===== src/rtl/soc_system_sysid_pkg.sv =====
// Shared definitions for the sysid checker and the sysid slave generator:
// FSM state encoding, default build-time ID/timestamp words, timer width.
package soc_system_sysid_pkg;

   typedef enum logic [2:0] {
      ST_IDLE  = 3'd0,
      ST_RD_ID = 3'd1,
      ST_WT_ID = 3'd2,
      ST_RD_TS = 3'd3,
      ST_WT_TS = 3'd4,
      ST_DONE  = 3'd5
   } state_t;

   localparam logic [31:0] DEFAULT_EXPECTED_ID = 32'hACD51302;
   localparam logic [31:0] DEFAULT_EXPECTED_TS = 32'h52D91E26;
   localparam int          TIMER_W             = 16;

endpackage


===== src/rtl/soc_system_sysid_phase_timer.sv =====
// Per-phase watchdog: counts cycles spent in one bus phase and flags the
// last allowed cycle so the FSM can abort on the following edge.
module soc_system_sysid_phase_timer
   import soc_system_sysid_pkg::*;
#(
   parameter int TIMEOUT_CYCLES = 255
) (
   input  logic clock,
   input  logic reset_n,
   input  logic clr,
   input  logic en,
   output logic tc
);

   localparam logic [TIMER_W-1:0] TC_LAST = TIMER_W'(TIMEOUT_CYCLES - 1);

   logic [TIMER_W-1:0] count;

   always_ff @(posedge clock) begin
      if (!reset_n) begin
         count <= '0;
      end else if (clr) begin
         count <= '0;
      end else if (en) begin
         count <= count + TIMER_W'(1);
      end
   end

   // count == TIMEOUT_CYCLES-1 marks the final cycle of the phase budget.
   assign tc = en && (count == TC_LAST);

endmodule


===== config.mk =====
export PLATFORM = sky130hd
export DESIGN_NAME = soc_system_sysid_phase_timer
export DESIGN_NICKNAME = d
export VERILOG_FILES = /design/src/rtl/soc_system_sysid_pkg.sv /design/src/rtl/soc_system_sysid_phase_timer.sv
export SDC_FILE = /design/constraint.sdc
export NUM_CORES = 1
export LEC_CHECK = 0
export BUFFER_PORTS_ARGS = -buffer_cell sky130_fd_sc_hd__buf_2
export CORE_MARGIN = 10
export CORE_UTILIZATION = 52
export CTS_CLUSTER_DIAMETER = 30
export DETAILED_ROUTE_END_ITERATION = 10
export PLACE_DENSITY = 0.8
export SLEW_MARGIN = 0
export SYNTH_ARGS = -nofsm -noshare
export SYNTH_HDL_FRONTEND = slang
export SYNTH_SLANG_ARGS = --single-unit

===== constraint.sdc =====
create_clock -name clock -period 2.3 [get_ports clock]
set_input_delay 0.46 -clock clock [delete_from_list [all_inputs] [get_ports clock]]
set_output_delay 0.46 -clock clock [all_outputs]
set_load 0.005 [all_outputs]

==> summary.md, run 1 <==
| Metric | Value |
|---|---|
| Critical Path Fanout Max | `8` |
| CP max-delay cell | `dfxtp_1` |
| Fraction of the mapped netlist area in adder cells | `3.317%` |
| H-tree Lvls | `1` |
| Die Y | `58.09 um` |
| Post-synthesis cell count | `87` |
| Initial Util | `56.57%` |
| Async SR Flop Fraction | `0%` |
| Cells along the critical path | `nand4_4 -> nor2_1 -> nand4_1 -> nor4_1 -> buf_2` |
| Clk sinks | `16` |
| Crit start category | `flop` |
| # resized after CTS | `0` |
| Largest family of logic cells by synthesized area | `simple AND/OR/NAND/NOR gates` |
| Combinational share of power | `2.8%` |
| Largest net degree at the start of global routing | `17` |
| Post-CTS setup buffer count | `0` |
| Gr usage total | `8.472%` |
| VDD IR-drop max | `485.6 uV` |
| Avg Cell Area, Syn | `8.672 um2` |
| Max reg flops | `16` |
| Min Tclk post-route | `1.915 ns` |
| Number of flops mapped to enable cells by yosys | `0` |
| Sequential area share after synthesis | `42.45%` |
| Mux share of post-synthesis cell area | `0%` |
| Status | `completed` |
| Worst slew pin tran | `0.5791 ns` |
| Psw | `0.00009421 W` |
| Final wirelength | `1308 um` |
| CTS tree | `done` |
| LEAKAGE | `0.2650 nW` |
| Syn. warnings | `0` |
| HPWL Detailed | `930.8 um` |
| Worst Path Class, Setup | `flop to primary output` |
| Synth cell types | `23` |
| Fin nets | `99` |
| Crit path DAT | `1.45 ns` |
| Endpoint class of the critical path | `primary output` |
| Routed WL per cell | `12.22 um` |
| Critical Path RT | `1.84 ns` |
| Vias per Instance | `5.636` |
| WHS | `0.4538 ns` |
| Clock share of power | `37.9%` |
| Commonest non-fill, non-tap cell in the layout | `dfxtp_1` |
| Drt first pass iters | `4` |
| Internal | `0.0003799 W` |
| Slew margin rel. | `61.39%` |
| FP Rows | `13` |
| Share of cells above drive strength 1 | `13.04%` |
| Clk_skew | `0.002643 ns` |
| Tcrit/Tclk final | `83.25%` |
| Initial antenna violation count | `0` |
| Buf/Inv on CP | `1` |
| Simple-gate share of the synthesized area | `31.18%` |
| Number of global-route vias before repair | `544` |
| Switching Fraction | `19.87%` |
| Clk slew on worst S/H paths | `0.08 ns` |
| Setup-failing EPs final | `0` |
| Biggest regs | `count: 16 flops` |
| Setup TNS Final | `0 ns` |
| Delay-heaviest family, CP | `simple AND/OR/NAND/NOR gates` |
| RSZ-0062 raised after global routing | `false` |
| I/O Buffers | `4` |
| Power per Cell Area | `582.1 nW/um2` |
| Final hold violation count | `0` |
| Post-Synth XOR/XNOR Area | `12.77%` |
| Net count after synthesis | `93` |
| Routed Antenna Nets | `0` |
| Vias | `603` |
| DIE WIDTH | `58.09 um` |
| Grt ovf | `0` |
| Seq cells post-synth | `16` |
| First-pass GRT wire length | `2290 um` |
| Flop pwr share | `59.3%` |
| Most frequent cells in the layout | `16 x dfxtp_1, 13 x nor2_1, 6 x nand4_1, 6 x xnor2_1` |
| Hold Path Class | `primary input to flop` |
| Critical Path Max Stage Delay | `0.44 ns` |
| Io pins | `5` |
| DRC errors left | `0` |
| Peak Freq | `0.5222 GHz` |
| Num CTS Buffers | `3` |
| Post-synthesis cell area | `754.5 um2` |
| Core area | `1334 um2` |
| Compound-Gate Fraction of Synth Area | `6.302%` |
| Placer Congestion | `0.8167` |
| Synth-to-layout area growth | `7.960%` |
| Largest Register | `count` |
| Initial DRC Count | `4` |
| Hold buffer count at cts | `0` |
| Final Util | `61.07%` |
| Top FF cell, synth | `dfxtp_1` |
| Max-cap check violation count | `0` |
| Final Slew Violations | `0` |
| Diodes inserted | `0` |
| Clock latency on the worst-skew pair | `0.28 ns` |
| Bufs on Longest Clock Path | `2` |
| CTS root buf | `clkbuf_4` |
| Total die area | `3374 um2` |
[per-stage QoR]
stage | setup WS (ns) | instances | area [um2] | power [W]
2_1_floorplan | 0.5270 | 87 | 754.5 | 0.0002984
3_3_place_gp | 0.4382 | 103 | 778.2 | 0.0003010
3_5_place_dp | 0.3894 | 103 | 778.2 | 0.0003011
4_1_cts | 0.3740 | 107 | 814.5 | 0.0004810
5_1_grt | 0.2453 | 107 | 814.5 | 0.0005009
6_report | 0.3852 | 107 | 814.5 | 0.0004741
[layer usage]
layer  vias to the layer above  track usage (%)  part of all wire (%)
met1                       273            9.535                    46
met3                         4            5.447                   7.6
met5                         -                0                     0
met2                        12            12.12                    43
met4                         0            4.027                   2.4
li1                        314                -                     -
[final timing paths]
path	depth (start not counted)	slack [ns]	end	start
setup / recovery	5	0.39	tc	count[5]
hold / removal	2	0.45	count[1]	en
setup reg to reg	4	0.53	count[15]	count[5]
hold reg to reg	2	0.50	count[15]	count[15]
[synth_stat cells (all sizes together), types with 2 or more instances]
master  count  share of area [%]
nor4        5                4.1
or3         4                3.5
xnor2       6                7.0
nand4       7                7.8
xor2        5                5.8
nor2       13                6.5
nand3       3                2.0
inv         4                2.0
nor3        2                1.3
dfxtp      16                 42
nand2       4                2.0
o21ai       4                2.7
a21oi       4                2.7
clkbuf      2                1.0
ha          2                3.3
[cell families (layout without fill, tap and decap cells)]
logic type | after synthesis | in the layout
compound gates | 9 | 9
xor+xnor | 11 | 11
fa+ha+maj | 2 | 2
buf+inv | 7 | 12
flops | 16 | 16
simple gates | 42 | 42
[power by group through the flow]
| stage | Sequential [W] | Combinational [W] | Clock (W) |
|---|---|---|---|
| 2_1_floorplan | 0.000287 | 0.0000113 | 0 |
| 3_3_place_gp | 0.000288 | 0.0000133 | 0 |
| 3_5_place_dp | 0.000288 | 0.0000134 | 0 |
| 4_1_cts | 0.000281 | 0.0000135 | 0.000186 |
| 5_1_grt | 0.000282 | 0.0000150 | 0.000204 |
| 6_report | 0.000281 | 0.0000134 | 0.000180 |
[layout make-up]
class	count	area [um2]
flip-flops and latches	16	320.3
multi-input cells	64	404.1
well taps	15	18.77
repair buffers	4	20.02
inverters	4	15.01
fillers	122	519.2
clock buffers	4	36.28
No activity file was read; power rests on OpenSTA's default activity.
==> run 2, diff against run 1 <==
- CORE_UTILIZATION: 52 -> 50
- clock period: 2.3 -> 1.55 ns (I/O delays scaled with it)
==> run 2 against run 1 <==
- the flow now finishes with violations (negative setup slack)
- clock power rose by 60%
- global-route usage rose by 2.9 points
- sequential power increased by 47%
- non-clock buffer count grew 19
- utilization is 12 points higher
- die area rose by 2.6%
- sequential share of layout area fell by 6.2 points
- via count up 23%
- worst hold slack lost 0.075 ns
- cell area increased by 22%
- setup slack worse by 0.74 ns
- clock skew fell by 0.0012 ns
- largest cell class unchanged
==> summary.md, run 2 (synthesis results as in run 1) <==
| Metric | Value |
|---|---|
| Flop pwr share | `56.4% (was 59.3%)` |
| I/O Buffers | `4 (unchanged)` |
| Io pins | `5 (unchanged)` |
| Internal | `0.0005694 W (was 0.0003799 W)` |
| VDD IR-drop max | `591.9 uV (was 485.6 uV)` |
| Power per Cell Area | `741.0 nW/um2 (was 582.1 nW/um2)` |
| First-pass GRT wire length | `3160 um (was 2290 um)` |
| CTS root buf | `clkbuf_4 (unchanged)` |
| Worst slew pin tran | `0.3924 ns (was 0.5791 ns)` |
| Peak Freq | `0.5253 GHz` |
| Setup-failing EPs final | `5 (was 0)` |
| Finished Layout Cells | `126 (was 107)` |
| Routed WL per cell | `15.96 um (was 12.22 um)` |
| Placer Congestion | `0.8353 (was 0.8167)` |
| Vias | `744 (was 603)` |
| Final wirelength | `2011 um (was 1308 um)` |
| Crit path DAT | `1.59 ns (was 1.45 ns)` |
| Clk_skew | `0.001456 ns (was 0.002643 ns)` |
| RSZ-0062 raised after global routing | `true (was false)` |
| Gr usage total | `11.37% (was 8.472%)` |
| Initial DRC Count | `35 (was 4)` |
| Final hold violation count | `0 (unchanged)` |
| Die Y | `58.85 um (was 58.09 um)` |
| Largest Register | `count (unchanged)` |
| CTS tree | `done (unchanged)` |
| Failing checks | `negative setup slack` |
| Psw | `0.0001658 W (was 0.00009421 W)` |
| Core area | `1366 um2 (was 1334 um2)` |
| Most frequent cells in the layout | `18 x buf_4, 12 x nor2_1, 11 x dfxtp_1 (was 16 x dfxtp_1, 13 x nor2_1, 6 x nand4_1, 6 x xnor2_1)` |
| Hold buffer count at cts | `0 (unchanged)` |
| Critical Path RT | `1.24 ns (was 1.84 ns)` |
| Endpoint class of the critical path | `primary output (unchanged)` |
| Initial antenna violation count | `0 (unchanged)` |
| Max-cap check violation count | `0 (unchanged)` |
| Slew margin rel. | `73.84% (was 61.39%)` |
| HPWL Detailed | `1262 um (was 930.8 um)` |
| Clk sinks | `16 (unchanged)` |
| Final Slew Violations | `0 (unchanged)` |
| Fin nets | `118 (was 99)` |
| Diodes inserted | `0 (unchanged)` |
| Total die area | `3463 um2 (was 3374 um2)` |
| Final WS setup | `-0.3538 ns (was 0.3852 ns)` |
| Drt first pass iters | `4 (unchanged)` |
| Clock latency on the worst-skew pair | `0.29 ns (was 0.28 ns)` |
| DRC errors left | `0 (unchanged)` |
| Clock share of power | `39.2% (was 37.9%)` |
| LEAKAGE | `0.3650 nW (was 0.2650 nW)` |
| Critical Path Fanout Max | `7 (was 8)` |
| Crit start category | `flop (unchanged)` |
| Clk slew on worst S/H paths | `0.10 ns (was 0.08 ns)` |
| Initial Util | `55.22% (was 56.57%)` |
| Worst Path Class, Setup | `flop to primary output (unchanged)` |
| Grt ovf | `0 (unchanged)` |
| WHS | `0.3789 ns (was 0.4538 ns)` |
| Min Tclk post-route | `1.904 ns` |
| DIE WIDTH | `58.85 um (was 58.09 um)` |
| Max reg flops | `16 (unchanged)` |
| Combinational share of power | `4.4% (was 2.8%)` |
| R2R Setup Slk | `-0.23 ns (was 0.53 ns)` |
| Share of cells above drive strength 1 | `36.94% (was 13.04%)` |
| Largest net degree at the start of global routing | `11 (was 17)` |
| Synth-to-layout area growth | `31.51% (was 7.960%)` |
| Biggest regs | `count: 16 flops (unchanged)` |
| Filler cell count | `98 (was 122)` |
| Routed Antenna Nets | `0 (unchanged)` |
| Switching Fraction | `22.55% (was 19.87%)` |
| Number of global-route vias before repair | `706 (was 544)` |
| Pre-CTS setup slack | `-0.03168 ns (was 0.3894 ns)` |
| Bufs on Longest Clock Path | `2 (unchanged)` |
| Hold Path Class | `primary input to flop (unchanged)` |
| Status | `finished, violations left (was completed)` |
| Vias per Instance | `5.905 (was 5.636)` |
| Placed Instances | `117 (was 103)` |
| Tcrit/Tclk final | `122.8%` |
| Commonest non-fill, non-tap cell in the layout | `buf_4 (was dfxtp_1)` |
| FP Rows | `13 (unchanged)` |
| H-tree Lvls | `1 (unchanged)` |
| Num CTS Buffers | `3 (unchanged)` |
run 2: layout make-up:
| cell class | instances | area (um2) | share of cell area, % |
|---|---|---|---|
| clock buffers | 4 | 36.28 | 3.657 |
| inverters | 4 | 15.01 | 1.513 |
| multi-input cells | 64 | 426.7 | 43.00 |
| flip-flops and latches | 16 | 329.1 | 33.17 |
| well taps | 15 | 18.77 | 1.892 |
| repair buffers | 23 | 166.4 | 16.77 |
run 2: per-stage QoR:
step / setup TNS, ns / util, % / power (W) / instance area [um2]
detailed placement: -0.06030 / 65.57 / 0.0004547 / 895.9
CTS: -0.7029 / 70.05 / 0.0007248 / 957.2
global placement: 0 / 65.57 / 0.0004529 / 895.9
floorplan: 0 / - / 0.0004412 / 767.0
global route: -1.483 / 72.62 / 0.0007454 / 992.2
finish: -0.9441 / 72.62 / 0.0007352 / 992.2
run 2: what timing repair did:
item	4_1_cts	5_1_grt
endpoints found under the hold margin	0	0
resized for setup	3	3
pin swaps	3	4
setup endpoints to repair	5	7
buffers inserted	2	3
run 2: path summary, 6_finish.rpt:
path	depth (start not counted)	end	from
setup reg to reg	6	count[13]	count[7]
hold / removal	3	count[1]	en
setup / recovery	6	tc	count[7]
hold reg to reg	2	count[15]	count[15]
run 2: power groups by stage:
| stage | Clock [W] | Sequential [W] | Combinational (W) |
|---|---|---|---|
| 2_1_floorplan | 0 | 0.000424 | 0.0000171 |
| 3_3_place_gp | 0 | 0.000423 | 0.0000299 |
| 3_5_place_dp | 0 | 0.000424 | 0.0000311 |
| 4_1_cts | 0.000279 | 0.000414 | 0.0000319 |
| 5_1_grt | 0.000295 | 0.000415 | 0.0000355 |
| 6_report | 0.000288 | 0.000414 | 0.0000327 |
run 2: metal layers:
| layer | up-vias | wire length (um) | global-route usage (%) |
|---|---|---|---|
| li1 | 355 | - | - |
| met1 | 352 | 817 | 12.78 |
| met2 | 31 | 1063 | 20.42 |
| met3 | 6 | 107 | 2.146 |
| met4 | 0 | 23 | 4.262 |
| met5 | - | 0 | 0 |
run 2: worst max-delay path, stage by stage, from the launching register on:
cell     delay [ns]
dfxtp_2        0.37
nand4_4        0.10
buf_4          0.17
nor2_2         0.12
nand4_1        0.15
nor4_2         0.22
buf_2          0.17
==> run 3, diff against run 2 <==
- SKIP_CTS_REPAIR_TIMING: not set -> 1
==> run 3 against run 2 <==
- the run still ends with negative setup slack left
- sequential share of layout area is 1.3 points higher
- routed wire length is 0.35% lower
- cell area is 3.3% lower
- flip-flop and latch count stayed put
- power is 0.55% lower
- clock-buffer cell count stayed put
- fmax is 1.2% higher
- die area stayed put
==> summary.md, run 3 (synthesis results as in run 1) <==
| Metric | Value |
|---|---|
| Slew margin rel. | `74.40% (was 73.84%)` |
| Share of cells above drive strength 1 | `35.51% (was 36.94%)` |
| Failing checks | `negative setup slack (unchanged)` |
| Met2 Use GR | `18.92% (was 20.42%)` |
| Clock share of power | `38.8% (was 39.2%)` |
| Most frequent cells in the layout | `15 x buf_4, 12 x nor2_1, 10 x dfxtp_1 (was 18 x buf_4, 12 x nor2_1, 11 x dfxtp_1)` |
| GRT Max-Usage Layer | `met2 (unchanged)` |
| HPWL Detailed | `1262 um (unchanged)` |
| Largest net degree at the start of global routing | `11 (unchanged)` |
| Switching Fraction | `22.09% (was 22.55%)` |
| Total die area | `3463 um2 (unchanged)` |
| Largest Register | `count (unchanged)` |
| Flop pwr share | `56.7% (was 56.4%)` |
| Diodes inserted | `0 (unchanged)` |
| DRC errors left | `0 (unchanged)` |
| Final Util | `70.24% (was 72.62%)` |
| Psw | `0.0001615 W (was 0.0001658 W)` |
| Drt first pass iters | `4 (unchanged)` |
| Clk slew on worst S/H paths | `0.10 ns (about the same)` |
| Num CTS Buffers | `3 (unchanged)` |
| Placer Congestion | `0.8353 (unchanged)` |
| Clk sinks | `16 (unchanged)` |
| Crit start category | `flop (unchanged)` |
| Initial Util | `55.22% (unchanged)` |
| FP Rows | `13 (unchanged)` |
| VDD IR-drop max | `578.5 uV (was 591.9 uV)` |
| Critical path origin | `count[7] (unchanged)` |
| Biggest regs | `count: 16 flops (unchanged)` |
| Filler cell count | `105 (was 98)` |
| I/O Buffers | `4 (unchanged)` |
| Worst slew pin tran | `0.3840 ns (was 0.3924 ns)` |
| Final Slew Violations | `0 (unchanged)` |
| Gr usage total | `10.85% (was 11.37%)` |
| CTS root buf | `clkbuf_4 (unchanged)` |
| Core area | `1366 um2 (unchanged)` |
| Min Tclk post-route | `1.881 ns (was 1.904 ns)` |
| Commonest non-fill, non-tap cell in the layout | `buf_4 (unchanged)` |
| Final design instance area without fill | `959.7 um2 (was 992.2 um2)` |
| CTS tree | `done (unchanged)` |
| Final wirelength | `2004 um (was 2011 um)` |
| Bufs on Longest Clock Path | `2 (unchanged)` |
| Peak Freq | `0.5316 GHz (was 0.5253 GHz)` |
| DIE WIDTH | `58.85 um (unchanged)` |
| H-tree Lvls | `1 (unchanged)` |
| Worst Path Class, Setup | `flop to primary output (unchanged)` |
| Critical Path RT | `1.24 ns (about the same)` |
| Critical Path Fanout Max | `7 (unchanged)` |
| RSZ-0062 raised after global routing | `true (unchanged)` |
| Routed WL per cell | `16.43 um (was 15.96 um)` |
| Initial DRC Count | `25 (was 35)` |
| Setup-failing EPs final | `5 (unchanged)` |
| Die Y | `58.85 um (unchanged)` |
| RR Startpoint | `count[7] (unchanged)` |
| Vias | `720 (was 744)` |
| Io pins | `5 (unchanged)` |
| Final hold violation count | `0 (unchanged)` |
| WHS | `0.3770 ns (was 0.3789 ns)` |
| Hold Path Class | `primary input to flop (unchanged)` |
| Internal | `0.0005697 W (was 0.0005694 W)` |
| Fin nets | `114 (was 118)` |
| Status | `finished, violations left (unchanged)` |
| Number of global-route vias before repair | `696 (was 706)` |
| Met1 usage | `12.16% (was 12.78%)` |
| Max reg flops | `16 (unchanged)` |
| Endpoint class of the critical path | `primary output (unchanged)` |
| Final WS setup | `-0.3310 ns (was -0.3538 ns)` |
| Tcrit/Tclk final | `121.4% (was 122.8%)` |
| Routed Antenna Nets | `0 (unchanged)` |
| Grt ovf | `0 (unchanged)` |
| Clock latency on the worst-skew pair | `0.29 ns (about the same)` |
| Vias per Instance | `5.902 (was 5.905)` |
| Combinational share of power | `4.5% (was 4.4%)` |
| Post-DP Area | `895.9 um2 (unchanged)` |
| LEAKAGE | `0.3444 nW (was 0.3650 nW)` |
| First-pass GRT wire length | `3036 um (was 3160 um)` |
| Synth-to-layout area growth | `27.20% (was 31.51%)` |
| Power per Cell Area | `761.9 nW/um2 (was 741.0 nW/um2)` |
| Crit path DAT | `1.57 ns (was 1.59 ns)` |
| Max-cap check violation count | `0 (unchanged)` |
| Initial antenna violation count | `0 (unchanged)` |
| Clk_skew | `0.004925 ns (was 0.001456 ns)` |
| Met3 usage | `2.146% (unchanged)` |
| HP Start | `en (unchanged)` |
run 3: cell count changes in the layout (fill, tap and decap cells not counted):
| cell | before | now |
|---|---|---|
| dfxtp_1 | 11 | 10 |
| buf_6 | 1 | 0 |
| buf_4 | 18 | 15 |
| dfxtp_2 | 4 | 5 |
run 3: cell type report:
cell class              count  area (um2)  share of cell area, %
repair buffers             19       132.6                  13.82
inverters                   4       15.01                  1.565
well taps                  15       18.77                  1.956
clock buffers               4       36.28                  3.781
multi-input cells          64       426.7                  44.46
flip-flops and latches     16       330.3                  34.42
run 3: path summary, 6_finish.rpt:
path,depth (start not counted),end,slack (ns)
max,6,tc,-0.33
min,3,count[1],0.38
max reg2reg,4,count[13],-0.04
min reg2reg,2,count[15],0.51
run 3: metrics by stage:
stage / cells / setup TNS (ns) / worst slack, ns / power [W]
6_report: 122 / -0.4226 / -0.3310 / 0.0007312
5_1_grt: 122 / -0.9843 / -0.3941 / 0.0007458
2_1_floorplan: 87 / 0 / 0.008713 / 0.0004412
3_3_place_gp: 117 / 0 / 0.04087 / 0.0004529
4_1_cts: 121 / -0.4736 / -0.3826 / 0.0007245
3_5_place_dp: 117 / -0.06030 / -0.03168 / 0.0004547
run 3: critical path: stages (launching register included):
cell and delay (ns):
dfxtp_2 0.37, nand4_4 0.11, buf_4 0.17, nor2_2 0.10
nand4_1 0.15, nor4_2 0.21, buf_2 0.17
run 3: power by group through the flow:
stage	clock [W]	sequential (W)	combinational, W
floorplan	0	0.000424	0.0000171
global placement	0	0.000423	0.0000299
detailed placement	0	0.000424	0.0000311
CTS	0.000279	0.000414	0.0000318
global route	0.000295	0.000415	0.0000359
finish	0.000284	0.000415	0.0000331
run 3: per-layer routing:
metal / wire [um] / up-vias
met5: 0 / -
met4: 63 / 0
met3: 74 / 9
met2: 1023 / 18
met1: 843 / 348
li1: - / 345
